$ cat src/rtl/apb_master_arbiter.sv
// apb_master_arbiter: shares one APB bus between two requesters.
// Round-robin grant in IDLE, APB SETUP/ACCESS sequencing, read data and
// error capture per requester, and an optional PREADY wait-state timeout.
module apb_master_arbiter #(
  parameter int ADDR_W  = 32,
  parameter int DATA_W  = 32,
  parameter int TIMEOUT = 255
) (
  input  logic                pclk,
  input  logic                preset_n,
  input  logic                req0_valid,
  input  logic                req0_write,
  input  logic [ADDR_W-1:0]   req0_addr,
  input  logic [DATA_W-1:0]   req0_wdata,
  input  logic [DATA_W/8-1:0] req0_strb,
  output logic                req0_ack,
  output logic                req0_done,
  output logic [DATA_W-1:0]   req0_rdata,
  output logic                req0_slverr,
  output logic                req0_timeout,
  input  logic                req1_valid,
  input  logic                req1_write,
  input  logic [ADDR_W-1:0]   req1_addr,
  input  logic [DATA_W-1:0]   req1_wdata,
  input  logic [DATA_W/8-1:0] req1_strb,
  output logic                req1_ack,
  output logic                req1_done,
  output logic [DATA_W-1:0]   req1_rdata,
  output logic                req1_slverr,
  output logic                req1_timeout,
  output logic                psel,
  output logic                penable,
  output logic                pwrite,
  output logic [ADDR_W-1:0]   paddr,
  output logic [DATA_W-1:0]   pwdata,
  output logic [DATA_W/8-1:0] pstrb,
  input  logic [DATA_W-1:0]   prdata,
  input  logic                pready,
  input  logic                pslverr,
  output logic                busy
);

  localparam int CNT_W = (TIMEOUT < 1) ? 1 : $clog2(TIMEOUT + 1);
  localparam logic [CNT_W-1:0] TO_LIMIT = CNT_W'(TIMEOUT);

  typedef enum logic [1:0] {IDLE, SETUP, ACCESS} state_t;

  state_t             state;
  logic               owner;
  logic               last_grant;
  logic [CNT_W-1:0]   wait_cnt;

  logic               grant0;
  logic               grant1;
  logic               sel_write;
  logic [ADDR_W-1:0]  sel_addr;
  logic [DATA_W-1:0]  sel_wdata;
  logic [DATA_W/8-1:0] sel_strb;
  logic               timeout_hit;
  logic               finish;
  logic               fin_slverr;
  logic               fin_timeout;
  logic [DATA_W-1:0]  fin_rdata;

  // Round-robin grant: a tie goes to the requester not served last.
  always_comb begin
    grant0 = req0_valid && (!req1_valid || last_grant);
    grant1 = req1_valid && !grant0;
  end

  // Payload of the winning requester; strobes are zero for reads.
  always_comb begin
    sel_write = grant1 ? req1_write : req0_write;
    sel_addr  = grant1 ? req1_addr  : req0_addr;
    sel_wdata = grant1 ? req1_wdata : req0_wdata;
    sel_strb  = sel_write ? (grant1 ? req1_strb : req0_strb) : '0;
  end

  // Completion status: normal response wins over a coincident timeout.
  always_comb begin
    timeout_hit = (TIMEOUT != 0) && (wait_cnt == TO_LIMIT);
    finish      = (state == ACCESS) && (pready || timeout_hit);
    fin_slverr  = pready ? pslverr : 1'b1;
    fin_timeout = !pready;
    fin_rdata   = (pready && !pwrite) ? prdata : '0;
  end

  assign req0_ack = preset_n && (state == IDLE) && grant0;
  assign req1_ack = preset_n && (state == IDLE) && grant1;
  assign busy     = (state != IDLE);

  // Transfer FSM with registered APB outputs and per-requester results.
  always_ff @(posedge pclk or negedge preset_n) begin
    if (!preset_n) begin
      state        <= IDLE;
      owner        <= 1'b0;
      last_grant   <= 1'b1;
      wait_cnt     <= '0;
      psel         <= 1'b0;
      penable      <= 1'b0;
      pwrite       <= 1'b0;
      paddr        <= '0;
      pwdata       <= '0;
      pstrb        <= '0;
      req0_done    <= 1'b0;
      req0_slverr  <= 1'b0;
      req0_timeout <= 1'b0;
      req0_rdata   <= '0;
      req1_done    <= 1'b0;
      req1_slverr  <= 1'b0;
      req1_timeout <= 1'b0;
      req1_rdata   <= '0;
    end else begin
      req0_done <= 1'b0;
      req1_done <= 1'b0;
      case (state)
        IDLE: begin
          if (grant0 || grant1) begin
            state      <= SETUP;
            psel       <= 1'b1;
            owner      <= grant1;
            last_grant <= grant1;
            wait_cnt   <= '0;
            pwrite     <= sel_write;
            paddr      <= sel_addr;
            pwdata     <= sel_wdata;
            pstrb      <= sel_strb;
          end
        end
        SETUP: begin
          state   <= ACCESS;
          penable <= 1'b1;
        end
        ACCESS: begin
          if (finish) begin
            state   <= IDLE;
            psel    <= 1'b0;
            penable <= 1'b0;
            if (owner) begin
              req1_done    <= 1'b1;
              req1_slverr  <= fin_slverr;
              req1_timeout <= fin_timeout;
              req1_rdata   <= fin_rdata;
            end else begin
              req0_done    <= 1'b1;
              req0_slverr  <= fin_slverr;
              req0_timeout <= fin_timeout;
              req0_rdata   <= fin_rdata;
            end
          end else begin
            wait_cnt <= wait_cnt + CNT_W'(1);
          end
        end
        default: state <= IDLE;
      endcase
    end
  end

endmodule

$ cat config.mk
export PLATFORM = sky130hd
export DESIGN_NAME = apb_master_arbiter
export DESIGN_NICKNAME = d
export VERILOG_FILES = /design/src/rtl/apb_master_arbiter.sv
export SDC_FILE = /design/constraint.sdc
export NUM_CORES = 1
export LEC_CHECK = 0
export BUFFER_PORTS_ARGS = -buffer_cell sky130_fd_sc_hd__buf_4
export CAP_MARGIN = 5
export CORE_AREA = 2 2 125 127
export DETAILED_ROUTE_END_ITERATION = 6
export DIE_AREA = 0 0 127 129
export PLACE_DENSITY = 0.75
export SYNTH_ARGS = -nofsm -noshare
export SYNTH_HDL_FRONTEND = slang
export SYNTH_SLANG_ARGS = --single-unit
$ cat constraint.sdc
create_clock -name pclk -period 1.8 [get_ports pclk]
set_input_delay 0 -clock pclk [delete_from_list [all_inputs] [get_ports pclk]]
set_output_delay 0 -clock pclk [all_outputs]
set_load 0.02 [all_outputs]
Word-level counts from Yosys, hierarchy flattened --
Index checks and enable logic that the tools add are counted.
Storage, ports and cells: RAM bits 0, latch bits 0, bits in registers 153, memory bits (read-only) 0, memories 0, output and inout bits 144, bits of input ports 176
Cells by class: eq/ne operators 6, add/sub/neg operators 1, $mul 0, $lt $le $gt $ge 0, bitwise logic cells 1, divide/modulo/power cells 0, reductions and logical operators 25, multiplexer cells 23, shift-type cells 0
Operators with widths (number):
- $mux W32 | 3
- $mux W8 | 2
- $pmux W8 S2 | 1
- $reduce_and A3 Y1 | 4
- $mux W1 | 10
- $add A8 B1 Y8 const B | 1
- $eq A8 B8 Y1 const B | 1
- $mux W4 | 2
- $logic_and A1 B1 Y1 | 7
- $pmux W2 S3 | 1
- $reduce_and A2 Y1 | 3
- $reduce_bool A2 Y1 | 3
- $logic_not A1 Y1 | 4
- $mux W2 | 2
- $ne A2 B2 Y1 const B | 2
- $pmux W1 S2 | 2
- $logic_or A1 B1 Y1 | 3
- $eq A2 B1 Y1 const B | 1
- $eq A2 B2 Y1 const B | 1
- $logic_not A2 Y1 | 1
- $ne A2 B1 Y1 const B | 1
- $not A1 Y1 | 1

Longest topological paths before layout --
Gate-level depths: netlist of the first run.
depth in word-level cells 8, mapped depth 7

Least setup slack after synthesis of the first run --
No wires, ideal clock.
kind register -> register, from register wait_cnt[0], to register req1_rdata[10], cell stages (with the launch flop) 7, path slack 0.205 ns, data arrival time 1.474 ns, path buffers 1, required time 1.679 ns, clock period less this slack 1.595 ns, cells stage by stage dfrtp_1 ha_1 and3_1 a21o_4 nand3_4 buf_6 a22o_1
Between the ends: word-level cells in the longest chain between the ends 4
RTL lines:
- start: declaration | line 51 | logic [CNT_W-1:0] wait_cnt;
- start signal: assignment | line 151 | wait_cnt <= wait_cnt + CNT_W'(1);
- $eq A8 B8 Y1 | line 81 | timeout_hit = (TIMEOUT != 0) && (wait_cnt == TO_LIMIT);
- $logic_or A1 B1 Y1 | line 82 | finish = (state == ACCESS) && (pready || timeout_hit);
- $logic_and A1 B1 Y1 | line 82
- $reduce_and A3 Y1 (no line)
- end signal: assignment | line 143 | req1_rdata <= fin_rdata;
- end: declaration | line 28 | output logic [DATA_W-1:0] req1_rdata,
No other way between the ends. A chain may end at the register's enable or synchronous reset.

Worst setup path in the final report of the first run --
from register last_grant, to output req1_ack
Between the ends: word-level cells in the longest chain between the ends 5
RTL lines:
- start: declaration | line 50 | logic last_grant;
- start signal: assignment | line 122 | last_grant <= grant1;
- $logic_or A1 B1 Y1 | line 67 | grant0 = req0_valid && (!req1_valid || last_grant);
- $logic_and A1 B1 Y1 | line 67
- $logic_not A1 Y1 | line 68 | grant1 = req1_valid && !grant0;
- $logic_and A1 B1 Y1 | line 68
- $logic_and A1 B1 Y1 | line 89 | assign req1_ack = preset_n && (state == IDLE) && grant1;
- end: declaration | line 26 | output logic req1_ack,
No other way between the ends.

==> results of run 1 <==
worst min-delay path: stages:
cell and delay (ns):
buf_4 0.08, mux2i_1 0.08, o21ai_1 0.16
metrics by stage:
| step | area [µm²] | setup WS, ns |
|---|---|---|
| 2_1_floorplan | 6384 | 0.2048 |
| 3_3_place_gp | 9062 | -0.06216 |
| 3_5_place_dp | 9062 | -0.1597 |
| 4_1_cts | 11410 | 0.01893 |
| 5_1_grt | 11670 | -0.04212 |
| 6_report | 11670 | 0.01912 |
worst max-delay path by stage:
stage / from / cells past startpoint / slack, ns / endpoint
floorplan: wait_cnt[0] / 6 / 0.20 / req1_rdata[10]
global placement: wait_cnt[1] / 5 / -0.06 / req0_rdata[2]
detailed placement: wait_cnt[1] / 5 / -0.16 / req0_rdata[9]
CTS: last_grant / 5 / 0.02 / req1_ack
global route: last_grant / 5 / -0.04 / req1_ack
finish: last_grant / 5 / 0.02 / req1_ack
layout make-up:
type / count / area (µm²)
Multi-Input combinational cell: 343 / 2376
Sequential cell: 153 / 3830
Tap cell: 188 / 235.2
Clock inverter: 15 / 152.6
Timing Repair Buffer: 532 / 4613
Antenna cell: 3 / 7.507
Inverter: 7 / 26.28
Clock buffer: 17 / 425.4
Fill cell: 808 / 3311
synth_stat cells (5+ instances only):
| library cell | count |
|---|---|
| a21oi_1 | 9 |
| o21ai_1 | 69 |
| nand3_1 | 5 |
| buf_2 | 14 |
| mux2i_1 | 68 |
| buf_4 | 5 |
| a22o_1 | 64 |
| buf_6 | 6 |
| nor2_1 | 5 |
| dfrtp_1 | 152 |
| clkbuf_1 | 11 |
| nand2_1 | 84 |
cell families after synthesis:
group / after synthesis / share of synthesized area
flops: 153 / 0.6000
fa+ha+maj: 1 / 0.001960
compound gates: 162 / 0.1744
simple gates: 110 / 0.07723
buf+inv: 43 / 0.03802
mux: 69 / 0.1084
registers in the layout (all words and copies together) (netlist names), 2 cells and up:
| name | count |
|---|---|
| req1_rdata | 32 |
| paddr | 32 |
| state | 2 |
| wait_cnt | 8 |
| req0_rdata | 32 |
| pwdata | 32 |
| pstrb | 4 |
power by group through the flow:
| stage | clock [mW] | combinational (mW) | sequential, mW |
|---|---|---|---|
| after floorplan | 0 | 2.58 | 7.71 |
| after global placement | 0 | 7.80 | 6.01 |
| after detailed placement | 0 | 7.99 | 6.06 |
| after CTS | 3.58 | 8.39 | 6.04 |
| after global routing | 3.71 | 9.40 | 6.31 |
| final | 3.54 | 8.92 | 6.18 |
per-layer routing:
| layer | vias to the layer above | global-route usage | part of all wire |
|---|---|---|---|
| met5 | - | 0 | 0 |
| met3 | 125 | 0.09938 | 0.084 |
| met2 | 435 | 0.5256 | 0.50 |
| met1 | 3343 | 0.3351 | 0.36 |
| met4 | 0 | 0.1506 | 0.054 |
| li1 | 2983 | - | - |
timing repair:
action,CTS,global route
gates resized for setup,3,12
setup endpoints to repair,34,41
hold buffers,174,11
buffers inserted,1,18
pin swaps,1,1
hold endpoints to repair,295,11
gates cloned,1,4
==> impl_metrics.py, run 1 <==
metrics = {
    "pwr": {
        "ir_drop_mv": 0.9529,
        "combPwrFrac": 0.478,
        "p_clk_frac": 0.190,
        "p_leak_nw": 5.879,
        "total_power_mw": 18.65,
        "seq_power_share": 0.332,
        "powerDensity_nw_per_um2": 1599,
        "switching_share": 0.4119,
        "p_int_mw": 10.97,
        "p_sw_mw": 7.682,
    },
    "sta": {
        "max_freq_ghz": 0.5615,
        "worst_slew_pin_slew_ns": 0.5961,
        "finalHoldViolCount": 1,
        "period_minus_slack_ns": 1.781,
        "slew_viol_final": 0,
        "max_slew_margin": 0.6026,
        "tns_ns": 0,
        "hold_ws_ns": -0.05555,
        "finClkSkew_ns": 0.01187,
        "setup_viol": 0,
        "fin_crit_sh": 0.9894,
    },
    "layout": {
        "final_common_cell": "buf_4",
        "drive_above_1_share": 0.3852,
        "nets": 1231,
        "stdcell_count": 1258,
        "area_growth_pct": 82.75,
        "fin_util": 0.7789,
        "final_cell_mix": "buf_4, dlygate4sd3_1, dfrtp_1, nand2_1, o21ai_1",
    },
    "route": {
        "remaining_drc_errors": 0,
        "drt_wl_total_um": 26710,
        "drt-pass1-iter-count": 5,
        "wl_per_cell_um": 21.23,
        "drtAntennaViolNets": 0,
        "avgViaCountPerCell": 5.474,
        "num_vias": 6886,
        "drt-initial-drc-count": 443,
    },
    "setup_path": {
        "cpPeakStageDelay_ns": 0.39,
        "timing.rr.start": "last_grant",
        "cp.arrival_ns": 1.78,
        "crit_buf_inv": 3,
        "crit_path_start_kind": "flop",
        "critPathSlowestCell": "dfstp_2",
        "crit_fanout": 15,
        "reg2regPathDepth": 6,
        "critPathTopFamily": "buffers and inverters",
        "r2r_slack_ns": 0.04,
        "path_class": "flop to primary output",
        "path_cells": "a21boi_4 > clkbuf_16 > buf_12 > and3_4 > buf_6",
        "end_kind": "primary output",
        "critPathRequiredTime_ns": 1.80,
        "r2r_end": "pwdata[20]",
    },
    "clocking": {
        "clk_pin_slew_ns": 0.07,
        "clk_latency_ns": 0.43,
        "cts_sinks": 153,
        "clockRootBuffer": "clkbuf_16",
        "cts_buffers": 17,
        "cts_tree": "built",
        "htreeDepth": 4,
        "max-clock-path-buffers": 2,
    },
    "place": {
        "place_inst": 1026,
        "gp_congestion": 0.8565,
        "place_hpwl_um": 14300,
        "port_buffers": 319,
    },
    "logic_synthesis": {
        "ys_top_cells_by_area": "dfrtp_1, mux2i_1, a22o_1",
        "synth_flop_cell": "dfrtp_1",
        "synth-seq-cells": 153,
        "synth_async_sr_flop_share": 1.000,
        "synthCells": 538,
        "syn-num-nets": 715,
        "yosysSeqAreaShare": 0.6000,
        "synth_warnings": 0,
        "synth_top_area_cell": "dfrtp_1",
        "syn_area_um2": 6384,
        "yosysUniqueCellTypes": 42,
        "synth_edf_count": 0,
        "synth_top_area_frac": 0.5958,
        "avgSynthCellArea_um2": 11.87,
    },
    "hold_path": {
        "worstHoldEndpoint": "paddr[11]",
        "hold_path.startpoint": "req1_addr[11]",
        "holdPathStages": 3,
        "worstHoldPathType": "primary input to flop",
    },
    "floorplan": {
        "io_pins": 320,
        "rows": 45,
        "die_y_um": 129,
        "die_x_um": 127,
        "dieArea_um2": 16380,
        "coreArea_um2": 14980,
        "initial_core_util": 0.4262,
    },
    "global_routing": {
        "grt_max_degree": 134,
        "gr-total-overflow": 0,
        "antenna_found_initial": 3,
        "grt_util_all_layers": 0.3024,
        "grt_pass1_wl_um": 38120,
        "grt_pass1_vias": 7169,
    },
    "job": {
        "drv_cap": 0,
    },
    "outcome": {
        "violations": "hold timing",
        "status": "finished with violations",
    },
}
No activity file was read; power rests on OpenSTA's default activity.
==> inputs of run 2 (changes only) <==
==> constraint.sdc (replaced) <==
create_clock -name pclk -period 1.8 [get_ports pclk]
set_input_delay 0.09 -clock pclk [delete_from_list [all_inputs] [get_ports pclk]]
set_output_delay 0.09 -clock pclk [all_outputs]
set_load 0.02 [all_outputs]
==> run 2 against run 1 <==
The run now ends clean. Via count decreased by 0.80%. Worst hold slack better by 0.088 ns. Cell count decreased by 1.4%. Cell area fell by 1.5%. Register-to-register slack better by 0.03 ns. Worst setup slack better by 0.048 ns. Combinational power down 2.4%. Critical endpoint is now req1_rdata[13]. Highest routed layer unchanged. Clock power hardly changed. Clock-buffer cell count did not move. Critical path depth up 1.
==> impl_metrics.py, run 2 (synthesis gave the netlist of run 1 again) <==
metrics = {
    "sta": {
        "rsz0062_at_grt": "false",
        "worst_slew_pin_slew_ns": 0.7033,
        "finalHoldViolCount": 0,
        "period_minus_slack_ns": 1.733,
        "max_freq_ghz": 0.5771,
        "finClkSkew_ns": 0.01082,
        "setup_viol": 0,
        "hold_ws_ns": 0.03197,
        "max_slew_margin": 0.5312,
        "fin_crit_sh": 0.9626,
        "tns_ns": 0,
        "slew_viol_final": 0,
    },
    "floorplan": {
        "io_pins": 320,
        "die_y_um": 129,
        "initial_core_util": 0.4262,
        "rows": 45,
        "coreArea_um2": 14980,
        "dieArea_um2": 16380,
        "die_x_um": 127,
    },
    "place": {
        "place_inst": 1025,
        "gp_congestion": 0.8473,
        "place_hpwl_um": 14210,
        "port_buffers": 319,
        "place_area_um2": 9042,
    },
    "clocking": {
        "max-clock-path-buffers": 2,
        "clockRootBuffer": "clkbuf_16",
        "cts_buffers": 17,
        "clk_pin_slew_ns": 0.07,
        "clk_latency_ns": 0.43,
        "cts_tree": "built",
        "htreeDepth": 4,
        "cts_sinks": 153,
    },
    "setup_path": {
        "end_kind": "flop",
        "crit_buf_inv": 1,
        "path_cells": "ha_2 > and3_4 > a21o_4 > nand3_2 > buf_4 > a22o_1",
        "critPathSlowestCell": "dfrtp_1",
        "critPathTopFamily": "compound AO/OA/AOI/OAI gates",
        "critPathRequiredTime_ns": 2.11,
        "cpPeakStageDelay_ns": 0.36,
        "path_class": "flop to flop",
        "crit_path_start_kind": "flop",
        "cp.arrival_ns": 2.04,
        "crit_fanout": 6,
    },
    "global_routing": {
        "grt_pass1_wl_um": 38380,
        "gr-total-overflow": 0,
        "grt_util_all_layers": 0.3056,
        "grt_max_degree": 134,
        "antenna_found_initial": 2,
        "grt_pass1_vias": 7214,
    },
    "hold_path": {
        "worstHoldPathType": "primary input to flop",
    },
    "pwr": {
        "powerDensity_nw_per_um2": 1602,
        "p_leak_nw": 5.745,
        "ir_drop_mv": 0.8846,
        "total_power_mw": 18.40,
    },
    "layout": {
        "area_growth_pct": 79.93,
        "nets": 1213,
        "final_cell_mix": "buf_4, dlygate4sd3_1, dfrtp_1, nand2_1, o21ai_1",
        "drive_above_1_share": 0.3746,
        "stdcell_count": 1241,
        "final_area_um2": 11490,
        "final_common_cell": "buf_4",
    },
    "route": {
        "drt-initial-drc-count": 403,
        "drt_wl_total_um": 25750,
        "num_vias": 6831,
        "drtAntennaViolNets": 0,
        "avgViaCountPerCell": 5.504,
        "wl_per_cell_um": 20.75,
        "drt-pass1-iter-count": 5,
        "remaining_drc_errors": 0,
    },
    "outcome": {
        "status": "completed",
    },
    "job": {
        "drv_cap": 0,
    },
}
run 2: path summary, 6_finish.rpt:
path	slack, ns	end	depth (start not counted)	start
worst max-delay path	0.07	req1_rdata[13]	6	wait_cnt[1]
worst min-delay path	0.03	state[0]	3	req1_valid
worst max register to register	0.07	req1_rdata[13]	6	wait_cnt[1]
worst min register to register	0.49	pwdata[7]	2	pwdata[7]
max in group asynchronous	0.72	pstrb[1]	3	preset_n
min in group asynchronous	0.10	req0_rdata[21]	2	preset_n
run 2: timing repair:
action | CTS | global route
gates cloned | 1 | 4
hold endpoints to repair | 158 | 0
hold buffers | 170 | 0
buffers inserted | 2 | 3
gates resized for setup | 3 | 3
endpoints found under the setup margin | 58 | 27
pin swaps | 1 | 1
run 2: final cells by class:
class / count / area (µm²)
repair buffers: 513 / 4436
multi-input cells: 344 / 2372
well taps: 188 / 235.2
inverters: 7 / 26.28
fillers: 842 / 3491
diodes: 4 / 10.01
clock inverters: 15 / 151.4
clock buffers: 17 / 425.4
flip-flops and latches: 153 / 3830
run 2: metrics by stage:
stage,setup slack (ns),util
2_1_floorplan,0.2048,-
3_3_place_gp,-0.05859,0.6038
3_5_place_dp,-0.1553,0.6038
4_1_cts,0.05700,0.7593
5_1_grt,0.001250,0.7666
6_report,0.06726,0.7669
run 2: worst reg2reg max path, delay by kind of cell (launching register included):
kind	cells	cell delay, ns
AOI/OAI and AO/OA	2	0.43
and+or+nand+nor	2	0.41
DFF	1	0.36
buffers and inverters	1	0.22
adders and majority gates	1	0.21
run 2: power breakdown:
group | leakage [nW] | internal [mW] | switching [mW] | total, mW
Sequential | 1.94 | 5.02 | 1.16 | 6.18
Clock | 0.271 | 1.85 | 1.66 | 3.51
Combinational | 3.54 | 3.87 | 4.84 | 8.71
run 2: layer usage:
layer,GRT usage,wire [µm],vias to the layer above
met5,0,0,-
met4,0.1629,1090,0
met3,0.09272,2164,98
met2,0.5380,13390,411
met1,0.3334,9108,3367
li1,-,-,2955
